===== config.mk =====
export PLATFORM = sky130hd
export DESIGN_NAME = pdm_pcm_multi_decimator_flat
export DESIGN_NICKNAME = d
export VERILOG_FILES = /design/src/rtl/pdm_pcm_multi_decimator_if.sv /design/src/rtl/pdm_pcm_multi_decimator.sv /design/src/flat_wrapper.sv
export SDC_FILE = /design/constraint.sdc
export NUM_CORES = 1
export LEC_CHECK = 0
export CORE_ASPECT_RATIO = 1.5
export CORE_MARGIN = 2
export CORE_UTILIZATION = 50
export CTS_BUF_LIST = sky130_fd_sc_hd__clkbuf_2
export DETAILED_ROUTE_END_ITERATION = 8
export GPL_TIMING_DRIVEN = 0
export MAX_ROUTING_LAYER = met4
export PLACE_DENSITY = 0.64
export REMOVE_ABC_BUFFERS = 1
export SYNTH_ARGS = -nofsm -noshare
export SYNTH_HDL_FRONTEND = slang
export SYNTH_SLANG_ARGS = --single-unit

===== constraint.sdc =====
create_clock -name clock_i -period 11.9 [get_ports clock_i]
set_clock_uncertainty 0.05 [all_clocks]
set_input_delay 1.19 -clock clock_i [delete_from_list [all_inputs] [get_ports clock_i]]
set_output_delay 1.19 -clock clock_i [all_outputs]
set_load 0.005 [all_outputs]

===== src/rtl/pdm_pcm_multi_decimator_if.sv =====
// Stream bundle for the decimator: PDM bit input side and PCM frame output side.
// The master modport is the decimator's view; the slave modport is the surrounding logic.
interface pdm_pcm_multi_decimator_if #(
    parameter int NUM_CHANNELS = 2,
    parameter int DATA_WIDTH   = 16
);
    logic [NUM_CHANNELS-1:0]            pdm_data_i;
    logic                               pdm_valid_i;
    logic                               pdm_ready_o;
    logic [NUM_CHANNELS*DATA_WIDTH-1:0] pcm_data_o;
    logic                               pcm_valid_o;
    logic                               pcm_ready_i;

    modport master (
        input  pdm_data_i, pdm_valid_i, pcm_ready_i,
        output pdm_ready_o, pcm_data_o, pcm_valid_o
    );

    modport slave (
        output pdm_data_i, pdm_valid_i, pcm_ready_i,
        input  pdm_ready_o, pcm_data_o, pcm_valid_o
    );
endinterface


===== src/rtl/pdm_pcm_multi_decimator.sv =====
// Boxcar PDM->PCM decimator for NUM_CHANNELS lock-step streams with a show-ahead frame FIFO.
// Frame pushed at the edge ending EMIT; PDM input never stalls, full FIFO drops frames (counted).
module pdm_pcm_multi_decimator #(
    parameter int NUM_CHANNELS   = 2,
    parameter int DATA_WIDTH     = 16,
    parameter int MAX_RATIO_LOG2 = 7,
    parameter int FIFO_DEPTH     = 16
) (
    input  logic                              clock_i,
    input  logic                              reset_n_i,
    input  logic                              enable_i,
    input  logic [$clog2(MAX_RATIO_LOG2+1)-1:0] ratio_log2_i,
    input  logic                              clear_flags_i,
    output logic [$clog2(FIFO_DEPTH):0]       fifo_level_o,
    output logic                              busy_o,
    output logic                              overflow_o,
    output logic [15:0]                       drop_count_o,
    pdm_pcm_multi_decimator_if.master         bus
);
    localparam int RLW = $clog2(MAX_RATIO_LOG2 + 1);
    localparam int CW  = MAX_RATIO_LOG2 + 1;
    localparam int AW  = $clog2(FIFO_DEPTH);
    localparam int FW  = NUM_CHANNELS * DATA_WIDTH;
    localparam logic [DATA_WIDTH-1:0] PCM_MIN = {1'b1, {(DATA_WIDTH-1){1'b0}}};
    localparam logic [DATA_WIDTH-1:0] PCM_MAX = ~PCM_MIN;

    typedef enum logic [1:0] {S_IDLE, S_ACCUM, S_EMIT} state_e;

    state_e                       state_q, state_d;
    logic [RLW-1:0]               l_q, l_d;
    logic [CW-1:0]                bit_cnt_q, bit_cnt_d;
    logic [NUM_CHANNELS-1:0][CW-1:0] ones_q, ones_d;
    logic [AW:0]                  wptr_q, wptr_d, rptr_q, rptr_d;
    logic                         overflow_q, overflow_d;
    logic [15:0]                  drop_cnt_q, drop_cnt_d;
    logic [FW-1:0]                mem_q [FIFO_DEPTH];

    logic          accept, last_bit, emit, full, empty, pop, push, drop;
    logic [CW-1:0] r_val;
    logic [AW:0]   level;
    logic [FW-1:0] frame;

    function automatic logic [RLW-1:0] clamp_l(input logic [RLW-1:0] r);
        if ({1'b0, r} < (RLW+1)'(2))
            return RLW'(2);
        else if ({1'b0, r} > (RLW+1)'(MAX_RATIO_LOG2))
            return RLW'(MAX_RATIO_LOG2);
        else
            return r;
    endfunction

    assign accept   = bus.pdm_valid_i && bus.pdm_ready_o;
    assign r_val    = CW'(1) << l_q;
    assign last_bit = (state_q == S_ACCUM) && accept && (CW'(bit_cnt_q + CW'(1)) == r_val);
    assign emit     = (state_q == S_EMIT);
    assign level    = wptr_q - rptr_q;
    assign full     = (level == (AW+1)'(FIFO_DEPTH));
    assign empty    = (level == '0);
    assign pop      = !empty && bus.pcm_ready_i;
    assign push     = emit && (!full || pop);
    assign drop     = emit && full && !pop;

    always_ff @(posedge clock_i or negedge reset_n_i) begin
        if (!reset_n_i) state_q <= S_IDLE;
        else            state_q <= state_d;
    end

    always_comb begin
        state_d = state_q;
        case (state_q)
            S_IDLE:  if (enable_i) state_d = S_ACCUM;
            S_ACCUM: if (!enable_i) state_d = S_IDLE;
                     else if (last_bit) state_d = S_EMIT;
            S_EMIT:  state_d = enable_i ? S_ACCUM : S_IDLE;
            default: state_d = S_IDLE;
        endcase
    end

    // Ready is gated by reset so every output reads 0 while reset is held.
    always_comb begin
        bus.pdm_ready_o = enable_i && reset_n_i;
        busy_o          = (state_q != S_IDLE) || !empty;
    end

    // Bits accepted during EMIT seed the next frame's counters.
    always_comb begin
        l_d       = l_q;
        bit_cnt_d = bit_cnt_q;
        ones_d    = ones_q;
        case (state_q)
            S_IDLE: begin
                bit_cnt_d = '0;
                ones_d    = '0;
                if (enable_i) l_d = clamp_l(ratio_log2_i);
            end
            S_ACCUM: begin
                if (!enable_i) begin
                    bit_cnt_d = '0;
                    ones_d    = '0;
                end else if (accept) begin
                    bit_cnt_d = bit_cnt_q + CW'(1);
                    for (int n = 0; n < NUM_CHANNELS; n++)
                        ones_d[n] = ones_q[n] + CW'(bus.pdm_data_i[n]);
                end
            end
            S_EMIT: begin
                l_d       = clamp_l(ratio_log2_i);
                bit_cnt_d = accept ? CW'(1) : '0;
                for (int n = 0; n < NUM_CHANNELS; n++)
                    ones_d[n] = accept ? CW'(bus.pdm_data_i[n]) : '0;
            end
            default: begin
                bit_cnt_d = '0;
                ones_d    = '0;
            end
        endcase
    end

    // Full-scale count would land exactly on +2^(DW-1), so it saturates instead of wrapping.
    always_comb begin
        frame = '0;
        for (int n = 0; n < NUM_CHANNELS; n++) begin
            if (ones_q[n] == r_val)
                frame[n*DATA_WIDTH +: DATA_WIDTH] = PCM_MAX;
            else
                frame[n*DATA_WIDTH +: DATA_WIDTH] =
                    (DATA_WIDTH'(ones_q[n]) << (DATA_WIDTH - int'(l_q))) - PCM_MIN;
        end
    end

    always_comb begin
        wptr_d     = wptr_q + (AW+1)'(push);
        rptr_d     = rptr_q + (AW+1)'(pop);
        overflow_d = clear_flags_i ? 1'b0 : overflow_q;
        drop_cnt_d = clear_flags_i ? 16'd0 : drop_cnt_q;
        if (drop) begin
            overflow_d = 1'b1;
            if (drop_cnt_d != 16'hFFFF) drop_cnt_d = drop_cnt_d + 16'd1;
        end
    end

    always_ff @(posedge clock_i or negedge reset_n_i) begin
        if (!reset_n_i) begin
            l_q        <= RLW'(2);
            bit_cnt_q  <= '0;
            ones_q     <= '0;
            wptr_q     <= '0;
            rptr_q     <= '0;
            overflow_q <= 1'b0;
            drop_cnt_q <= '0;
        end else begin
            l_q        <= l_d;
            bit_cnt_q  <= bit_cnt_d;
            ones_q     <= ones_d;
            wptr_q     <= wptr_d;
            rptr_q     <= rptr_d;
            overflow_q <= overflow_d;
            drop_cnt_q <= drop_cnt_d;
        end
    end

    always_ff @(posedge clock_i) begin
        if (push) mem_q[wptr_q[AW-1:0]] <= frame;
    end

    assign bus.pcm_valid_o = !empty;
    assign bus.pcm_data_o  = empty ? '0 : mem_q[rptr_q[AW-1:0]];
    assign fifo_level_o    = level;
    assign overflow_o      = overflow_q;
    assign drop_count_o    = drop_cnt_q;
endmodule


===== src/flat_wrapper.sv =====
// flat-port wrapper written by rule: the top's interface ports become plain ports
module pdm_pcm_multi_decimator_flat 
#(
    parameter int NUM_CHANNELS   = 2,
    parameter int DATA_WIDTH     = 16,
    parameter int MAX_RATIO_LOG2 = 7,
    parameter int FIFO_DEPTH     = 16
)
  (clock_i, reset_n_i, enable_i, ratio_log2_i, clear_flags_i, fifo_level_o, busy_o, overflow_o, drop_count_o, bus_pdm_data_i, bus_pdm_valid_i, bus_pcm_ready_i, bus_pdm_ready_o, bus_pcm_data_o, bus_pcm_valid_o);
  pdm_pcm_multi_decimator_if #(.NUM_CHANNELS(NUM_CHANNELS), .DATA_WIDTH(DATA_WIDTH)) bus_i ();
  input  logic clock_i;
  input  logic reset_n_i;
  input  logic enable_i;
  input  logic [$clog2(MAX_RATIO_LOG2+1)-1:0] ratio_log2_i;
  input  logic clear_flags_i;
  output logic [$clog2(FIFO_DEPTH):0] fifo_level_o;
  output logic busy_o;
  output logic overflow_o;
  output logic [15:0] drop_count_o;
  input wire logic [$bits(bus_i.pdm_data_i)-1:0] bus_pdm_data_i;
  input wire logic [$bits(bus_i.pdm_valid_i)-1:0] bus_pdm_valid_i;
  input wire logic [$bits(bus_i.pcm_ready_i)-1:0] bus_pcm_ready_i;
  output wire logic [$bits(bus_i.pdm_ready_o)-1:0] bus_pdm_ready_o;
  output wire logic [$bits(bus_i.pcm_data_o)-1:0] bus_pcm_data_o;
  output wire logic [$bits(bus_i.pcm_valid_o)-1:0] bus_pcm_valid_o;
  assign bus_i.pdm_data_i = bus_pdm_data_i;
  assign bus_i.pdm_valid_i = bus_pdm_valid_i;
  assign bus_i.pcm_ready_i = bus_pcm_ready_i;
  assign bus_pdm_ready_o = bus_i.pdm_ready_o;
  assign bus_pcm_data_o = bus_i.pcm_data_o;
  assign bus_pcm_valid_o = bus_i.pcm_valid_o;
  pdm_pcm_multi_decimator #(.NUM_CHANNELS(NUM_CHANNELS), .DATA_WIDTH(DATA_WIDTH), .MAX_RATIO_LOG2(MAX_RATIO_LOG2), .FIFO_DEPTH(FIFO_DEPTH)) u_core (.clock_i(clock_i), .reset_n_i(reset_n_i), .enable_i(enable_i), .ratio_log2_i(ratio_log2_i), .clear_flags_i(clear_flags_i), .fifo_level_o(fifo_level_o), .busy_o(busy_o), .overflow_o(overflow_o), .drop_count_o(drop_count_o), .bus(bus_i));
endmodule

==> results.sh, run 1 <==
export IMPL_cts_setup_buffers=0
export IMPL_r2r_start="u_core.rptr_q[0]$_DFF_PN0_"
export IMPL_antenna_found_initial=2
export IMPL_avgSynthCellArea_um2=18.3
export IMPL_start_util_pct=50.4
export IMPL_syn_to_final_growth_pct=13.6
export IMPL_die_w_um=182
export IMPL_maxCapViolCount=0
export IMPL_stdcell_count=2164
export IMPL_rsz0062_at_grt="false"
export IMPL_drc_errors=0
export IMPL_vdd_drop_max_mv=0.136
export IMPL_overflow=0
export IMPL_endpoint_kind="output pin"
export IMPL_portBuffers=67
export IMPL_clk_latency_ns=1.07
export IMPL_setup_viol=0
export IMPL_wl_per_cell_um=24.7
export IMPL_cts_made_buffers=121
export IMPL_setup_slack_ns=6.10
export IMPL_placed_cell_area_um2=26000
export IMPL_start_kind="flop"
export IMPL_drv_slew=0
export IMPL_worst_pin_slew_ns=1.24
export IMPL_stdcell_area_um2=27100
export IMPL_path_max_fanout=23
export IMPL_powerDensity_nw_per_um2=226
export IMPL_synth_cell_types=58
export IMPL_totalWireLength_um=53400
export IMPL_synth_warnings=0
export IMPL_criticalPathCategory="flop to output pin"
export IMPL_cts_tree="done"
export IMPL_final_antenna_net_count=0
export IMPL_synth_edf_count=512
export IMPL_synthCells=1301
export IMPL_post_cts_resize_count=0
export IMPL_grt_pass1_wl_um=80300
export IMPL_hold_violations=0
export IMPL_finalPower_mw=6.13
export IMPL_cts_max_level=3
export IMPL_dr_pass1_iters=5
export IMPL_fill_cells=3600
export IMPL_yosys_most_used_dff="edfxtp_1"
export IMPL_worstPathRequired_ns=10.66
export IMPL_holdCritPathClass="flop to flop"
export IMPL_drive_above_1_share_pct=28.7
export IMPL_layout_nets=1515
export IMPL_synth_top_area_share_pct=64.5
export IMPL_setup_tns_ns=0
export IMPL_grt_util_all_layers_pct=22.8
export IMPL_core_area_um2=47300
export IMPL_ys_ff_latch=568
export IMPL_fmax_mhz=173
export IMPL_vias_per_cell=5.94
export IMPL_routed_via_count=12900
export IMPL_cts_root_buf="clkbuf_2"
export IMPL_rows=98
export IMPL_synth_top_cells_by_area="edfxtp_1 (64%), mux4_2 (15%), dfrtp_1 (5.8%), ha_1 (1.3%), nor2b_1 (1.2%)"
export IMPL_arrival_ns=4.56
export IMPL_worstHoldStart="u_core.wptr_q[4]$_DFF_PN0_"
export IMPL_crit_path_start="u_core.rptr_q[0]$_DFF_PN0_"
export IMPL_dp_cells=1955
export IMPL_syn_cell_area_um2=23800
export IMPL_ios=68
export IMPL_maxSlewHeadroom_pct=17.2
export IMPL_dieArea_um2=49500
export IMPL_drt_first_iter_violations=1011
export IMPL_grt_max_degree=57
export IMPL_yosysTopAreaCell="edfxtp_1"
export IMPL_period_share_pct=48.7
export IMPL_synth_async_reset_ratio_pct=9.86
export IMPL_fin_util_pct=57.2
export IMPL_dieHeight_um=271
export IMPL_post_dp_hpwl_um=32800
export IMPL_gp_congestion=0.904
export IMPL_clk_pin_slew_ns=0.12
export IMPL_status="finished clean"
export IMPL_leakage_nw=9.20
export IMPL_period_minus_slack_ns=5.80
export IMPL_first_global_vias=13300
export IMPL_clockBufferDepth=3
export IMPL_place_ws_ns=6.98
export IMPL_timing_hold_ws_ns=0.454
export IMPL_ys_seq_area_share_pct=70.4
export IMPL_clkSinkCount=568
cells in the mapped netlist, drive strengths merged, types with 4 or more instances:
| library cell | count |
|---|---|
| a21oi | 28 |
| a22oi | 5 |
| a31oi | 4 |
| and2 | 5 |
| and3 | 12 |
| buf | 24 |
| clkbuf | 46 |
| dfrtp | 55 |
| edfxtp | 512 |
| ha | 24 |
| inv | 23 |
| mux2 | 13 |
| mux2i | 16 |
| mux4 | 160 |
| nand2 | 45 |
| nand2b | 9 |
| nand3 | 25 |
| nand4 | 9 |
| nor2 | 60 |
| nor2b | 47 |
| nor3 | 13 |
| nor4 | 4 |
| o21ai | 54 |
| o31ai | 6 |
| or2 | 5 |
| or3 | 9 |
| xnor2 | 21 |
| xor2 | 25 |
what timing repair did:
action,CTS,global route
setup endpoints to repair,0,0
hold buffers,1,0
hold endpoints to repair,20,0
state kept, by name, summed over array words and instances (netlist names):
| register | flops |
|---|---|
| u_core.rptr_q | 5 |
| u_core.overflow_o | 1 |
| u_core.ones_q | 16 |
| u_core.bit_cnt_q | 8 |
| u_core.wptr_q | 5 |
| u_core.state_q | 2 |
| u_core.drop_count_o | 16 |
| u_core.l_q | 3 |
| u_core.mem_q | 512 |
placed cells by master (no fill, tap or decap), types with 25 or more instances in the layout:
master,netlist,final
dfrtp_1,55,52
nand2_1,45,45
clkbuf_2,1,178
xor2_1,25,25
nand3_1,25,25
clkdlybuf4s50_1,0,66
nor2_1,59,49
mux4_2,160,160
nor2b_1,47,44
edfxtp_1,512,512
a21oi_1,28,28
o21ai_0,53,30
logic make-up (layout without fill, tap and decap cells):
group	Yosys count	after routing	synth area share [%]
muxes	189	189	16.4
xor gates and xnor gates	46	46	1.69
adders and majority gates	25	25	1.34
DFF	568	568	70.4
and+or+nand+nor	259	259	5.69
buffers and inverters	93	354	1.48
other	0	2	0
AOI/OAI and AO/OA	121	121	3.04
per-layer routing:
metal / up-vias / global-route usage [%] / part of all wire [%]
met3: 104 / 3.18 / 4.1
met4: 0 / 7.87 / 2.5
met2: 382 / 38.8 / 53
li1: 5649 / - / -
met1: 6726 / 28.2 / 40
met5: - / - / 0
final cells by class:
| class | count | area (µm²) | area share [%] |
|---|---|---|---|
| sequential | 568 | 16800 | 62.0 |
| multi-input combinational | 640 | 6860 | 25.3 |
| timing repair buffer | 125 | 1530 | 5.66 |
| clock buffer | 178 | 891 | 3.29 |
| tap | 600 | 751 | 2.77 |
| clock inverter | 28 | 165 | 0.610 |
| inverter | 23 | 88.8 | 0.328 |
| antenna | 2 | 5.00 | 0.0185 |
path summary, 6_finish.rpt:
check | slack (ns) | cells past startpoint | end
max in group asynchronous | 10.52 | 3 | u_core.l_q[1]$_DFFE_PN1P_
hold reg to reg | 0.45 | 1 | u_core.wptr_q[4]$_DFF_PN0_
setup reg to reg | 7.01 | 13 | u_core.mem_q[4][17]$_DFFE_PP_
hold / removal | 0.45 | 1 | u_core.wptr_q[4]$_DFF_PN0_
min in group asynchronous | 0.55 | 2 | u_core.wptr_q[2]$_DFF_PN0_
setup / recovery | 6.10 | 10 | bus_pcm_data_o[31]
report_power, final:
group | internal (mW) | switching [mW] | total, mW | leakage [nW]
Sequential | 2.65 | 0.108 | 2.75 | 5.41
Combinational | 1.08 | 1.16 | 2.23 | 2.97
Clock | 0.438 | 0.703 | 1.14 | 0.819
Total | 4.16 | 1.97 | 6.13 | 9.20
worst max-delay path: stages, from the launching register on:
cell             delay (ns)
dfrtp_4                0.72
ha_1                   0.33
fa_1                   0.41
xor2_1                 0.18
and3_1                 0.21
nor4b_4                0.22
nor2_2                 0.11
nor2_4                 0.51
buf_12                 0.26
nor2b_1                0.09
clkdlybuf4s50_1        0.45
Power figures use the tool's default switching activity.
==> inputs of run 2 (changes only) <==
--- a/config.mk
+++ b/config.mk
@@ -12,7 +12,7 @@
 export DETAILED_ROUTE_END_ITERATION = 8
 export GPL_TIMING_DRIVEN = 0
 export MAX_ROUTING_LAYER = met4
-export PLACE_DENSITY = 0.64
+export PLACE_DENSITY = 0.66
 export REMOVE_ABC_BUFFERS = 1
 export SYNTH_ARGS = -nofsm -noshare
 export SYNTH_HDL_FRONTEND = slang
==> constraint.sdc (replaced) <==
create_clock -name clock_i -period 5.2 [get_ports clock_i]
set_clock_uncertainty 0.05 [all_clocks]
set_input_delay 0.52 -clock clock_i [delete_from_list [all_inputs] [get_ports clock_i]]
set_output_delay 0.52 -clock clock_i [all_outputs]
set_load 0.005 [all_outputs]
==> run 2 against run 1 <==
Compared with the run above: sequential power grew 130%; non-clock buffer count unchanged; via count grew 0.23%; count of clock-buffer cells in the layout fell by 12; global-route usage rose by 0.097 points; final cell count is 0.46% higher; design area rose by 0.13%; first-iteration DRC count grew 18%; register-to-register slack worse by 6.6 ns; wire length grew 0.37%; clock power grew 130%; power up 130%.
==> results.sh, run 2 (synthesis results as in run 1) <==
export IMPL_cp_cell_sequence="inv_1, ha_1, nor2b_1, o21a_1, o211a_1, or2_2, a21oi_1, nand3b_1, nor3_2, buf_8, buf_4, buf_6"
export IMPL_criticalPathCategory="flop to flop"
export IMPL_grt_max_degree=51
export IMPL_whs_path_depth=2
export IMPL_worst_pin_slew_ns=1.29
export IMPL_drive_above_1_share_pct=28.1
export IMPL_status="finished clean"
export IMPL_crit_slowest_cell="dfrtp_4"
export IMPL_powerDensity_nw_per_um2=519
export IMPL_dr_pass1_iters=5
export IMPL_maxCapViolCount=0
export IMPL_reg2reg_to="u_core.mem_q[8][2]$_DFFE_PP_"
export IMPL_drc_errors=0
export IMPL_leakage_nw=9.19
export IMPL_use_met2_pct=38.5
export IMPL_worstPathRequired_ns=5.94
export IMPL_clk_pin_slew_ns=0.12
export IMPL_portBuffers=67
export IMPL_cts_root_buf="clkbuf_2"
export IMPL_period_share_pct=92.7
export IMPL_placed_cell_area_um2=25900
export IMPL_mostFrequentLayoutCell="edfxtp_1"
export IMPL_start_util_pct=50.4
export IMPL_use_met1_pct=28.0
export IMPL_rsz0062_at_grt="false"
export IMPL_fmax_mhz=207
export IMPL_setup_viol=0
export IMPL_dieHeight_um=271
export IMPL_vias_per_cell=5.93
export IMPL_clk_latency_ns=1.09
export IMPL_grt_pass1_wl_um=80600
export IMPL_period_minus_slack_ns=4.82
export IMPL_syn_to_final_growth_pct=13.7
export IMPL_r2r_start="u_core.rptr_q[1]$_DFF_PN0_"
export IMPL_clockBufferDepth=3
export IMPL_post_dp_hpwl_um=32100
export IMPL_stdcell_area_um2=27100
export IMPL_routed_via_count=12900
export IMPL_grt_busiest_layer="met2"
export IMPL_drt_first_iter_violations=1191
export IMPL_worstHoldStart="ratio_log2_i[2]"
export IMPL_core_area_um2=47300
export IMPL_post_cts_resize_count=0
export IMPL_cp_slowest_stage_delay_ns=0.92
export IMPL_drv_slew=0
export IMPL_cts_made_buffers=117
export IMPL_start_kind="flop"
export IMPL_layout_nets=1511
export IMPL_maxSlewHeadroom_pct=14.1
export IMPL_vdd_drop_max_mv=0.353
export IMPL_dieArea_um2=49500
export IMPL_antenna_found_initial=1
export IMPL_r2r_cells=12
export IMPL_regToRegSetupSlack_ns=0.38
export IMPL_final_cell_mix="edfxtp_1 (512), clkbuf_2 (166), mux4_2 (160)"
export IMPL_grt_util_met3_pct=3.47
export IMPL_endpoint_kind="flop"
export IMPL_gp_congestion=0.828
export IMPL_hold_violations=0
export IMPL_finalPower_mw=14.1
export IMPL_arrival_ns=5.56
export IMPL_totalWireLength_um=53600
export IMPL_final_antenna_net_count=0
export IMPL_overflow=0
export IMPL_holdPathEnd="u_core.l_q[2]$_DFFE_PN0P_"
export IMPL_grt_util_all_layers_pct=22.9
export IMPL_cts_tree="done"
export IMPL_path_max_fanout=44
export IMPL_cts_max_level=3
export IMPL_wl_per_cell_um=24.7
export IMPL_rows=98
export IMPL_clkSinkCount=568
export IMPL_ios=68
export IMPL_largest_reg_flops=512
export IMPL_first_global_vias=13300
export IMPL_die_w_um=182
export IMPL_holdCritPathClass="primary input to flop"
==> run 2: cell count changes in the layout (fill, tap and decap cells not counted), moves of 2 or more <==
| cell | previous run | this run |
|---|---|---|
| buf_16 | 10 | 8 |
| clkinv_1 | 22 | 37 |
| clkbuf_2 | 178 | 166 |
| buf_2 | 3 | 1 |
| clkinv_2 | 2 | 6 |
| buf_12 | 14 | 17 |
| buf_6 | 14 | 11 |
| dlygate4sd3_1 | 1 | 4 |
==> run 2: cell type report <==
type	count	area, µm²
multi-input combinational	640	6860
clock buffer	166	831
tap	600	751
sequential	568	16800
timing repair buffer	125	1530
fill	3668	20200
clock inverter	50	262
antenna	2	5.00
inverter	23	88.8
==> run 2: per-stage QoR <==
step	worst slack, ns	hold slack (ns)	std cells	utilization, %	setup TNS (ns)
2_1_floorplan	-4.46	0.174	1231	-	-2094.77
3_3_place_gp	-10.20	0.432	1898	52.8	-4708.79
3_5_place_dp	0.389	0.435	1948	54.8	0
4_1_cts	0.0110	0.0229	2169	57.2	0
5_1_grt	0.151	0.0703	2173	57.3	0
6_report	0.380	0.135	2174	57.3	0
==> run 2: timing repair <==
item / in CTS / in global routing
hold buffers: 5 / 0
setup endpoints to repair: 0 / 22
endpoints found under the hold margin: 57 / 0
setup buffers: 0 / 1
==> run 2: worst max-delay path, delay by kind of cell (launching register included) <==
kind	cells	cell delay [ns]
AO/OA/AOI/OAI	3	0.79
adder cells (fa/ha/maj)	1	0.32
buffers and inverters	4	0.76
flip-flops	1	0.92
AND/OR/NAND/NOR	4	1.69
==> run 2: per-layer routing <==
layer  part of all wire [%]  vias to the layer above
li1                       -                     5660
met1                     39                     6648
met2                     53                      471
met3                    5.5                      111
met4                    3.0                        0
met5                      0                        -
==> run 2: where the power goes <==
part	leakage, nW	total, mW	internal (mW)	switching (mW)
sequential	5.41	6.32	6.06	0.267
clock	0.817	2.64	0.977	1.67
combinational	2.96	5.09	2.46	2.63
==> run 2: worst max-delay path by stage <==
| stage | start | to | slack [ns] | depth (start not counted) |
|---|---|---|---|---|
| 2_1_floorplan | u_core.rptr_q[0]$_DFF_PN0_ | u_core.mem_q[4][0]$_DFFE_PP_ | -4.46 | 8 |
| 6_report | u_core.rptr_q[1]$_DFF_PN0_ | u_core.mem_q[8][2]$_DFFE_PP_ | 0.38 | 12 |
| 3_5_place_dp | u_core.rptr_q[1]$_DFF_PN0_ | u_core.mem_q[8][1]$_DFFE_PP_ | 0.39 | 12 |
| 5_1_grt | u_core.rptr_q[1]$_DFF_PN0_ | bus_pcm_data_o[25] | 0.15 | 10 |
| 3_3_place_gp | u_core.rptr_q[0]$_DFF_PN0_ | u_core.mem_q[4][19]$_DFFE_PP_ | -10.20 | 8 |
| 4_1_cts | u_core.rptr_q[0]$_DFF_PN0_ | bus_pcm_data_o[14] | 0.01 | 10 |
==> inputs of run 3 (changes only) <==
--- a/config.mk
+++ b/config.mk
@@ -7,12 +7,12 @@
 export LEC_CHECK = 0
 export CORE_ASPECT_RATIO = 1.5
 export CORE_MARGIN = 2
-export CORE_UTILIZATION = 50
+export CORE_UTILIZATION = 47
 export CTS_BUF_LIST = sky130_fd_sc_hd__clkbuf_2
 export DETAILED_ROUTE_END_ITERATION = 8
 export GPL_TIMING_DRIVEN = 0
 export MAX_ROUTING_LAYER = met4
-export PLACE_DENSITY = 0.66
+export PLACE_DENSITY = 0.63
 export REMOVE_ABC_BUFFERS = 1
 export SYNTH_ARGS = -nofsm -noshare
 export SYNTH_HDL_FRONTEND = slang
==> run 3 against run 2 <==
Compared with the run above: first-iteration DRC count decreased by 8.2%; worst setup slack got worse by 0.040 ns; critical path depth rose by 1; global-route usage shrank 1.0 points; power is 1.6% higher; sequential share of layout area decreased by 0.47 points; non-clock buffer count increased by 5; via count fell by 0.51%; largest power group unchanged; die area increased by 6.3%.
==> results.sh, run 3 (synthesis results as in run 1) <==
export IMPL_status="finished clean"
export IMPL_gp_congestion=0.843
export IMPL_reg2reg_to="u_core.mem_q[12][22]$_DFFE_PP_"
export IMPL_maxCapViolCount=0
export IMPL_drv_slew=0
export IMPL_path_max_fanout=8
export IMPL_placed_cell_area_um2=26000
export IMPL_drive_above_1_share_pct=29.0
export IMPL_place_ws_ns=0.291
export IMPL_worstPathRequired_ns=5.90
export IMPL_endpoint="u_core.mem_q[12][22]$_DFFE_PP_"
export IMPL_timing_hold_ws_ns=0.157
export IMPL_post_cts_resize_count=0
export IMPL_dp_cells=2019
export IMPL_overflow=0
export IMPL_regToRegSetupSlack_ns=0.34
export IMPL_wl_per_cell_um=24.0
export IMPL_criticalPathCategory="flop to flop"
export IMPL_dieHeight_um=280
export IMPL_dr_pass1_iters=6
export IMPL_arrival_ns=5.56
export IMPL_holdCritPathClass="primary input to flop"
export IMPL_stdcell_area_um2=27300
export IMPL_endpoint_kind="flop"
export IMPL_antenna_found_initial=1
export IMPL_clk_latency_ns=1.08
export IMPL_fin_util_pct=54.2
export IMPL_worst_pin_slew_ns=1.25
export IMPL_mostFrequentLayoutCell="edfxtp_1"
export IMPL_routed_via_count=12800
export IMPL_dieArea_um2=52600
export IMPL_syn_to_final_growth_pct=14.6
export IMPL_p_int_mw=9.67
export IMPL_final_cell_mix="edfxtp_1 (512), clkbuf_2 (178), mux4_2 (160)"
export IMPL_switchingPower_mw=4.62
export IMPL_r2r_start="u_core.wptr_q[0]$_DFF_PN0_"
export IMPL_drc_errors=0
export IMPL_grt_max_degree=59
export IMPL_totalWireLength_um=54100
export IMPL_period_minus_slack_ns=4.86
export IMPL_seqPwrFrac_pct=43.5
export IMPL_portBuffers=67
export IMPL_clk_pin_slew_ns=0.10
export IMPL_finalPower_mw=14.3
export IMPL_period_share_pct=93.5
export IMPL_stdcell_count=2257
export IMPL_layout_nets=1529
export IMPL_first_global_vias=13600
export IMPL_largest_reg_flops=512
export IMPL_whs_path_depth=3
export IMPL_post_dp_hpwl_um=33000
export IMPL_vdd_drop_max_mv=0.318
export IMPL_start_kind="flop"
export IMPL_p_comb_share_pct=36.6
export IMPL_core_area_um2=50400
export IMPL_leakage_nw=9.27
export IMPL_sw_frac_of_total_pct=32.3
export IMPL_setup_tns_ns=0
export IMPL_grt_util_all_layers_pct=21.9
export IMPL_powerDensity_nw_per_um2=523
export IMPL_cts_root_buf="clkbuf_2"
export IMPL_vias_per_cell=5.68
export IMPL_die_w_um=188
export IMPL_cts_made_buffers=130
export IMPL_grt_pass1_wl_um=82200
export IMPL_r2r_cells=13
export IMPL_rows=101
export IMPL_clkSinkCount=568
export IMPL_final_antenna_net_count=0
export IMPL_cts_tree="done"
export IMPL_fmax_mhz=206
export IMPL_setup_viol=0
export IMPL_hold_violations=0
export IMPL_setup_slack_ns=0.340
export IMPL_start_util_pct=47.3
export IMPL_p_clk_share_pct=19.9
export IMPL_crit_path_start="u_core.wptr_q[0]$_DFF_PN0_"
export IMPL_rsz0062_at_grt="false"
export IMPL_cts_max_level=4
export IMPL_drt_first_iter_violations=1093
export IMPL_ios=68
export IMPL_clockBufferDepth=3
export IMPL_maxSlewHeadroom_pct=16.8
[run 3: cell types whose count changed in the layout (fill, tap and decap cells not counted), moves of 3 or more]
cell and change:
clkbuf_2 +12, clkinv_1 -9, dlygate4sd3_1 +3, inv_2 +3
[run 3: power by group through the flow]
| stage | sequential [mW] | clock (mW) | combinational (mW) |
|---|---|---|---|
| after CTS | 6.23 | 2.92 | 5.30 |
| after detailed placement | 6.36 | 0 | 5.24 |
| after global routing | 6.24 | 3.14 | 5.67 |
| after global placement | 6.85 | 0 | 4.52 |
| after floorplan | 6.62 | 0 | 3.11 |
| final | 6.22 | 2.84 | 5.23 |
[run 3: routing by layer]
layer | GRT usage (%) | wire (µm) | vias up
met2 | 38.3 | 29500 | 383
met3 | 3.65 | 2360 | 89
met4 | 6.66 | 1010 | 0
li1 | - | - | 5684
met5 | - | 0 | -
met1 | 26.0 | 21300 | 6668
[run 3: worst max-delay path: stages, from the launching register on]
cell and delay [ns]:
dfrtp_1 0.52, inv_1 0.14, ha_1 0.23, fa_1 0.41, xor2_1 0.18, and3_1 0.21, o211a_1 0.15, or2_2 0.33
a21oi_1 0.38, nand3_1 0.38, nor3_2 0.88, buf_4 0.35, buf_6 0.18, buf_6 0.17
[run 3: timing repair]
item                                   CTS  global route
hold buffers                             7             0
setup endpoints to repair               30            22
buffers inserted                         1             1
endpoints found under the hold margin   59             0
pin swaps                                0             1
[run 3: cell type report]
class / count / area [µm²]
Antenna cell: 2 / 5.00
Clock inverter: 47 / 310
Timing Repair Buffer: 130 / 1550
Inverter: 23 / 88.8
Clock buffer: 178 / 891
Sequential cell: 568 / 16800
Tap cell: 669 / 837
Fill cell: 4035 / 23100
Multi-Input combinational cell: 640 / 6850
[run 3: how the worst min path moves through the flow]
stage	start	endpoint
after floorplan	reset_n_i	u_core.bit_cnt_q[0]$_DFFE_PN0P_
after global placement	u_core.wptr_q[4]$_DFF_PN0_	u_core.wptr_q[4]$_DFF_PN0_
after detailed placement	u_core.wptr_q[4]$_DFF_PN0_	u_core.wptr_q[4]$_DFF_PN0_
after CTS	bus_pdm_data_i[1]	u_core.ones_q[8]$_DFFE_PN0P_
after global routing	enable_i	u_core.state_q[0]$_DFFE_PN0P_
final	bus_pdm_data_i[0]	u_core.ones_q[0]$_DFFE_PN0P_
